[src/rtl/ov7670_capture.sv]
// OV7670 capture: syncs the camera bus into sys_clk and pairs bytes into RGB565.
// Ports: sys_clk/sys_rst; cam_* camera bus; capture_en; wr_* frame-buffer write; frame_done/frame_cnt/line_err status.
module ov7670_capture #(
  parameter int H_ACTIVE = 640,
  parameter int V_ACTIVE = 480,
  parameter int DECIMATE = 1,
  parameter int ADDR_W   = 17
) (
  input  logic              sys_clk,
  input  logic              sys_rst,
  input  logic              cam_pclk,
  input  logic              cam_vsync,
  input  logic              cam_href,
  input  logic [7:0]        cam_data,
  input  logic              capture_en,
  output logic              wr_en,
  output logic [ADDR_W-1:0] wr_addr,
  output logic [15:0]       wr_data,
  output logic              frame_done,
  output logic [7:0]        frame_cnt,
  output logic              line_err
);

  localparam int XW = $clog2(H_ACTIVE + 1);
  localparam int YW = $clog2(V_ACTIVE + 1);
  localparam logic [XW-1:0] H_MAX = XW'(H_ACTIVE);
  localparam logic [YW-1:0] V_MAX = YW'(V_ACTIVE);

  localparam logic [1:0] S_IDLE   = 2'd0;
  localparam logic [1:0] S_WAIT   = 2'd1;
  localparam logic [1:0] S_ACTIVE = 2'd2;

  logic [2:0]        pclk_q;
  logic [2:0]        vsync_q;
  logic [2:0]        href_q;
  logic [7:0]        data_q1;
  logic [7:0]        data_q2;

  logic [1:0]        state;
  logic [XW-1:0]     x;
  logic [YW-1:0]     y;
  logic [ADDR_W-1:0] addr;
  logic              phase;
  logic [7:0]        hi;

  logic pclk_rise;
  logic vsync_rise;
  logic vsync_fall;
  logic href_fall;
  logic href_on;
  logic wr_ok;

  // Bit 1 is the synchronized value; bit 2 is the delayed copy for edges.
  // href/data are used at the same depth as pclk so they line up with pclk_rise.
  always_ff @(posedge sys_clk) begin
    if (sys_rst) begin
      pclk_q  <= '0;
      vsync_q <= '0;
      href_q  <= '0;
      data_q1 <= '0;
      data_q2 <= '0;
    end else begin
      pclk_q  <= {pclk_q[1:0], cam_pclk};
      vsync_q <= {vsync_q[1:0], cam_vsync};
      href_q  <= {href_q[1:0], cam_href};
      data_q1 <= cam_data;
      data_q2 <= data_q1;
    end
  end

  assign pclk_rise  = pclk_q[1] & ~pclk_q[2];
  assign vsync_rise = vsync_q[1] & ~vsync_q[2];
  assign vsync_fall = ~vsync_q[1] & vsync_q[2];
  assign href_fall  = ~href_q[1] & href_q[2];
  assign href_on    = href_q[1];

  assign wr_ok = (x < H_MAX) && (y < V_MAX) &&
                 ((DECIMATE == 0) || (!x[0] && !y[0]));

  always_ff @(posedge sys_clk) begin
    if (sys_rst) begin
      state      <= S_IDLE;
      x          <= '0;
      y          <= '0;
      addr       <= '0;
      phase      <= 1'b0;
      hi         <= '0;
      wr_en      <= 1'b0;
      wr_addr    <= '0;
      wr_data    <= '0;
      frame_done <= 1'b0;
      frame_cnt  <= '0;
      line_err   <= 1'b0;
    end else begin
      wr_en      <= 1'b0;
      frame_done <= 1'b0;
      line_err   <= 1'b0;
      unique case (state)
        S_IDLE: begin
          if (capture_en) state <= S_WAIT;
        end
        S_WAIT: begin
          if (!capture_en) begin
            state <= S_IDLE;
          end else if (vsync_fall) begin
            x     <= '0;
            y     <= '0;
            addr  <= '0;
            phase <= 1'b0;
            state <= S_ACTIVE;
          end
        end
        S_ACTIVE: begin
          if (pclk_rise && href_on) begin
            if (!phase) begin
              hi    <= data_q2;
              phase <= 1'b1;
            end else begin
              phase <= 1'b0;
              if (x < H_MAX) x <= x + 1'b1;
              if (wr_ok) begin
                wr_en   <= 1'b1;
                wr_data <= {hi, data_q2};
                wr_addr <= addr;
                addr    <= addr + 1'b1;
              end
            end
          end
          // href_fall and pclk_rise with href high are mutually exclusive.
          if (href_fall) begin
            x     <= '0;
            phase <= 1'b0;
            if (y < V_MAX) y <= y + 1'b1;
            if (phase) line_err <= 1'b1;
          end
          if (vsync_rise) begin
            frame_done <= 1'b1;
            frame_cnt  <= frame_cnt + 8'd1;
            state      <= capture_en ? S_WAIT : S_IDLE;
          end
        end
        default: state <= S_IDLE;
      endcase
    end
  end

endmodule

[config.mk]
export PLATFORM = sky130hd
export DESIGN_NAME = ov7670_capture
export DESIGN_NICKNAME = d
export VERILOG_FILES = /design/src/rtl/ov7670_capture.sv
export SDC_FILE = /design/constraint.sdc
export NUM_CORES = 1
export LEC_CHECK = 0
export BUFFER_PORTS_ARGS = -buffer_cell sky130_fd_sc_hd__buf_4
export CORE_AREA = 4 4 92 102
export CTS_CLUSTER_SIZE = 20
export DETAILED_ROUTE_END_ITERATION = 8
export DIE_AREA = 0 0 96 106
export PLACE_DENSITY = 0.84
export SETUP_SLACK_MARGIN = 0.5
export SLEW_MARGIN = 15
export SYNTH_ARGS = -nofsm -noshare
export SYNTH_HDL_FRONTEND = slang
export SYNTH_SLANG_ARGS = --single-unit
[constraint.sdc]
create_clock -name sys_clk -period 2.3 [get_ports sys_clk]
set_clock_uncertainty 0.2 [all_clocks]
set_input_delay 0.115 -clock sys_clk [delete_from_list [all_inputs] [get_ports sys_clk]]
set_output_delay 0.115 -clock sys_clk [all_outputs]
set_load 0.005 [all_outputs]
==> metrics.md <==
| Metric | Value |
|---|---|
| Mean post-synth cell area | `8.83 um^2` |
| Power Total | `around 4.7 mW` |
| Sequential area share after synthesis | `0.517` |
| Layout cells sized above 1 | `0.364` |
| IO Port Bufs | `57` |
| DIE HEIGHT | `106 um` |
| Clock Path Buffers | `2` |
| Routed vias | `4599` |
| Core Box Area | `around 8400 um^2` |
| Initial antenna violation count | `0` |
| Clock transition at path regs | `60 ps` |
| Element type at the critical path end | `flip-flop` |
| Gr busiest metal | `met2` |
| Global-route track usage on met1 | `0.283` |
| Placed Instance Area | `around 5100 um^2` |
| Setup TNS | `0 ps` |
| Syn Std Cell Area | `4490 um^2` |
| Final Hold Fails | `0` |
| Synth Warn # | `0` |
| Overflow after GRT | `0` |
| Critical-path maximum fanout | `9` |
| Routability cong. | `0.866` |
| Number of global-route vias before repair | `about 4100` |
| Detailed Route Iter0 Violations | `just over 600` |
| Hpwl dp | `around 6400 um` |
| Clock buffers created by TritonCTS | `17` |
| Residual DRC | `0` |
| ANT cells | `0` |
| Final wirelength | `around 15000 um` |
| Htree depth | `4` |
| Clk sinks | `116` |
| FFs w/ async S/R, synth | `0` |
| Routed len/inst | `around 20 um` |
| RSZ-0062 raised after global routing | `true` |
| Final setup viols | `0` |
| Worst Hold Class | `input pin to flip-flop` |
| Worst slew margin | `0.527` |
| Finished Cell Area | `6730 um^2` |
| M3 GR Usage | `0.0573` |
| Fmax | `461 MHz` |
| Number of I/O pins | `58` |
| Pre-antenna DRT Iters | `5` |
| Commonest non-fill, non-tap cell in the layout | `dfxtp_1` |
| Row count | `35` |
| Routed Antenna Nets | `0` |
| Setup CP Type | `flip-flop to flip-flop` |
| Syn Nets | `527` |
| Layout area overhead | `49.9%` |
| Clk Latency, worst-skew pair | `530 ps` |
| Root Driver | `clkbuf_8` |
| VDD IR-drop max | `0.515 mV` |
| Total die area | `10200 um^2` |
| Cell variety after synth | `49` |
| Post-layout min period | `2170 ps` |
| Met2 GRT Util | `0.401` |
| Nets | `639` |
| Pins Over Slew Limit | `0` |
| Largest net degree at the start of global routing | `71` |
| Via density | `6.17` |
| Yosys reg bits | `116` |
| First-pass GRT wire length | `19200 um` |
| CTS tree | `built` |
| P per Cell Area | `693 nW/um^2` |
| Worst setup SP type | `flip-flop` |
| Req. time, crit path | `2470 ps` |
| Fin crit share | `0.943` |
| Main synth FF type | `dfxtp_1` |
| Worst-margin pin slew | `710 ps` |
| Mapped Cells | `509` |
| Initial core utilization | `0.537` |
| Worst path arrival time | `2340 ps` |
| Status | `finished clean` |
| Die Wd | `96 um` |
| Post-synth EDFFs | `0` |
| Gr usage total | `0.241` |
| Max Cap Violations | `0` |
| Most frequent cells in the layout | `dfxtp_1, buf_4, nand2_1, nor2_1, a21oi_1` |
| Leakage | `~2.7 nW` |
report_power, final:
part | internal (mW) | switching, mW
Combinational | 0.0553 | 0.0626
Sequential | 2.03 | 0.0115
Clock | 1.46 | 1.05
Total | 3.54 | 1.12
final timing paths:
check | start | end | slack (ps) | cells past startpoint
min | cam_data[3] | data_q1[3]$_SDFF_PP0_ | 140 | 3
min reg2reg | data_q1[5]$_SDFF_PP0_ | data_q2[5]$_SDFF_PP0_ | 240 | 1
max reg2reg | state[0]$_SDFFE_PP0P_ | hi[0]$_SDFFE_PP0P_ | 130 | 5
max | state[0]$_SDFFE_PP0P_ | hi[0]$_SDFFE_PP0P_ | 130 | 5
registers in the layout (all words and copies together), names as in the netlist:
name        cells
addr           17
wr_addr        17
wr_data        16
x              10
y               9
data_q1         8
data_q2         8
frame_cnt       8
hi              8
href_q          3
pclk_q          3
vsync_q         3
state           2
frame_done      1
line_err        1
phase           1
wr_en           1
synth_stat cells, types with 2 or more instances:
cell | number | share of area
a2111o_1 | 2 | 0.0050
a2111oi_0 | 4 | 0.0078
a211oi_1 | 8 | 0.013
a21o_1 | 2 | 0.0033
a21oi_1 | 54 | 0.060
a31oi_1 | 2 | 0.0028
and2_1 | 2 | 0.0028
and3_1 | 7 | 0.0097
and4_1 | 4 | 0.0078
buf_1 | 3 | 0.0025
buf_2 | 4 | 0.0045
clkbuf_1 | 20 | 0.017
dfxtp_1 | 116 | 0.52
ha_1 | 4 | 0.011
inv_1 | 5 | 0.0042
mux2_2 | 3 | 0.0075
mux2i_1 | 10 | 0.022
nand2_1 | 93 | 0.078
nand2b_1 | 3 | 0.0042
nand3_1 | 16 | 0.018
nand4_1 | 10 | 0.014
nor2_1 | 48 | 0.040
nor2b_1 | 28 | 0.039
nor3_1 | 6 | 0.0067
nor4_1 | 3 | 0.0042
o2111ai_1 | 2 | 0.0039
o21ai_0 | 2 | 0.0022
o22a_1 | 4 | 0.0078
o22ai_1 | 2 | 0.0028
xnor2_1 | 19 | 0.037
xor2_1 | 5 | 0.0097
cell type report:
cell class                 count  area [um^2]
clock inverter                15          145
inverter                       5         18.8
tap                          111          139
timing repair buffer         120         1200
multi-input combinational    361         2470
sequential                   116         2340
fill                         444         1630
clock buffer                  17          414
timing repair:
action | 4_1_cts | 5_1_grt
setup endpoints to repair | 69 | 79
pin swaps | 7 | 49
endpoints found under the hold margin | 27 | 0
cloned | 3 | 7
resized for setup | 30 | 95
setup buffers | 12 | 18
hold buffers | 14 | 0
metrics by stage:
stage	setup slack, ps	cells	hold WS, ps	util
floorplan	430	509	43.2	-
finish	130	745	143	0.805
global route	100	745	155	0.805
global placement	241	659	127	0.608
CTS	433	720	129	0.726
detailed placement	155	659	132	0.608
layer usage:
| metal | wire length [um] | up-vias | share of wire |
|---|---|---|---|
| met1 | 5580 | 2193 | 0.37 |
| li1 | - | 1968 | - |
| met2 | 7480 | 341 | 0.49 |
| met4 | 815 | 0 | 0.054 |
| met3 | 1320 | 97 | 0.087 |
| met5 | 0 | - | 0 |
critical path, stage by stage, from the launching register on:
cell and delay [ps]:
dfxtp_1 430, nand2b_1 310, nor2_1 100, nand2_1 480, mux2i_1 390, nor2_1 100
cells by family (layout without fill, tap and decap cells):
kind of cell / count (synthesis) / count (layout) / synth area share
AOI/OAI and AO/OA: 89 / 89 / 0.122
xor gates and xnor gates: 24 / 24 / 0.0468
adders and majority gates: 4 / 4 / 0.0111
buffers and inverters: 33 / 157 / 0.0295
DFF: 116 / 116 / 0.517
muxes: 13 / 13 / 0.0298
and+or+nand+nor: 230 / 231 / 0.244
Note: power is estimated with default switching activity, not from simulation.
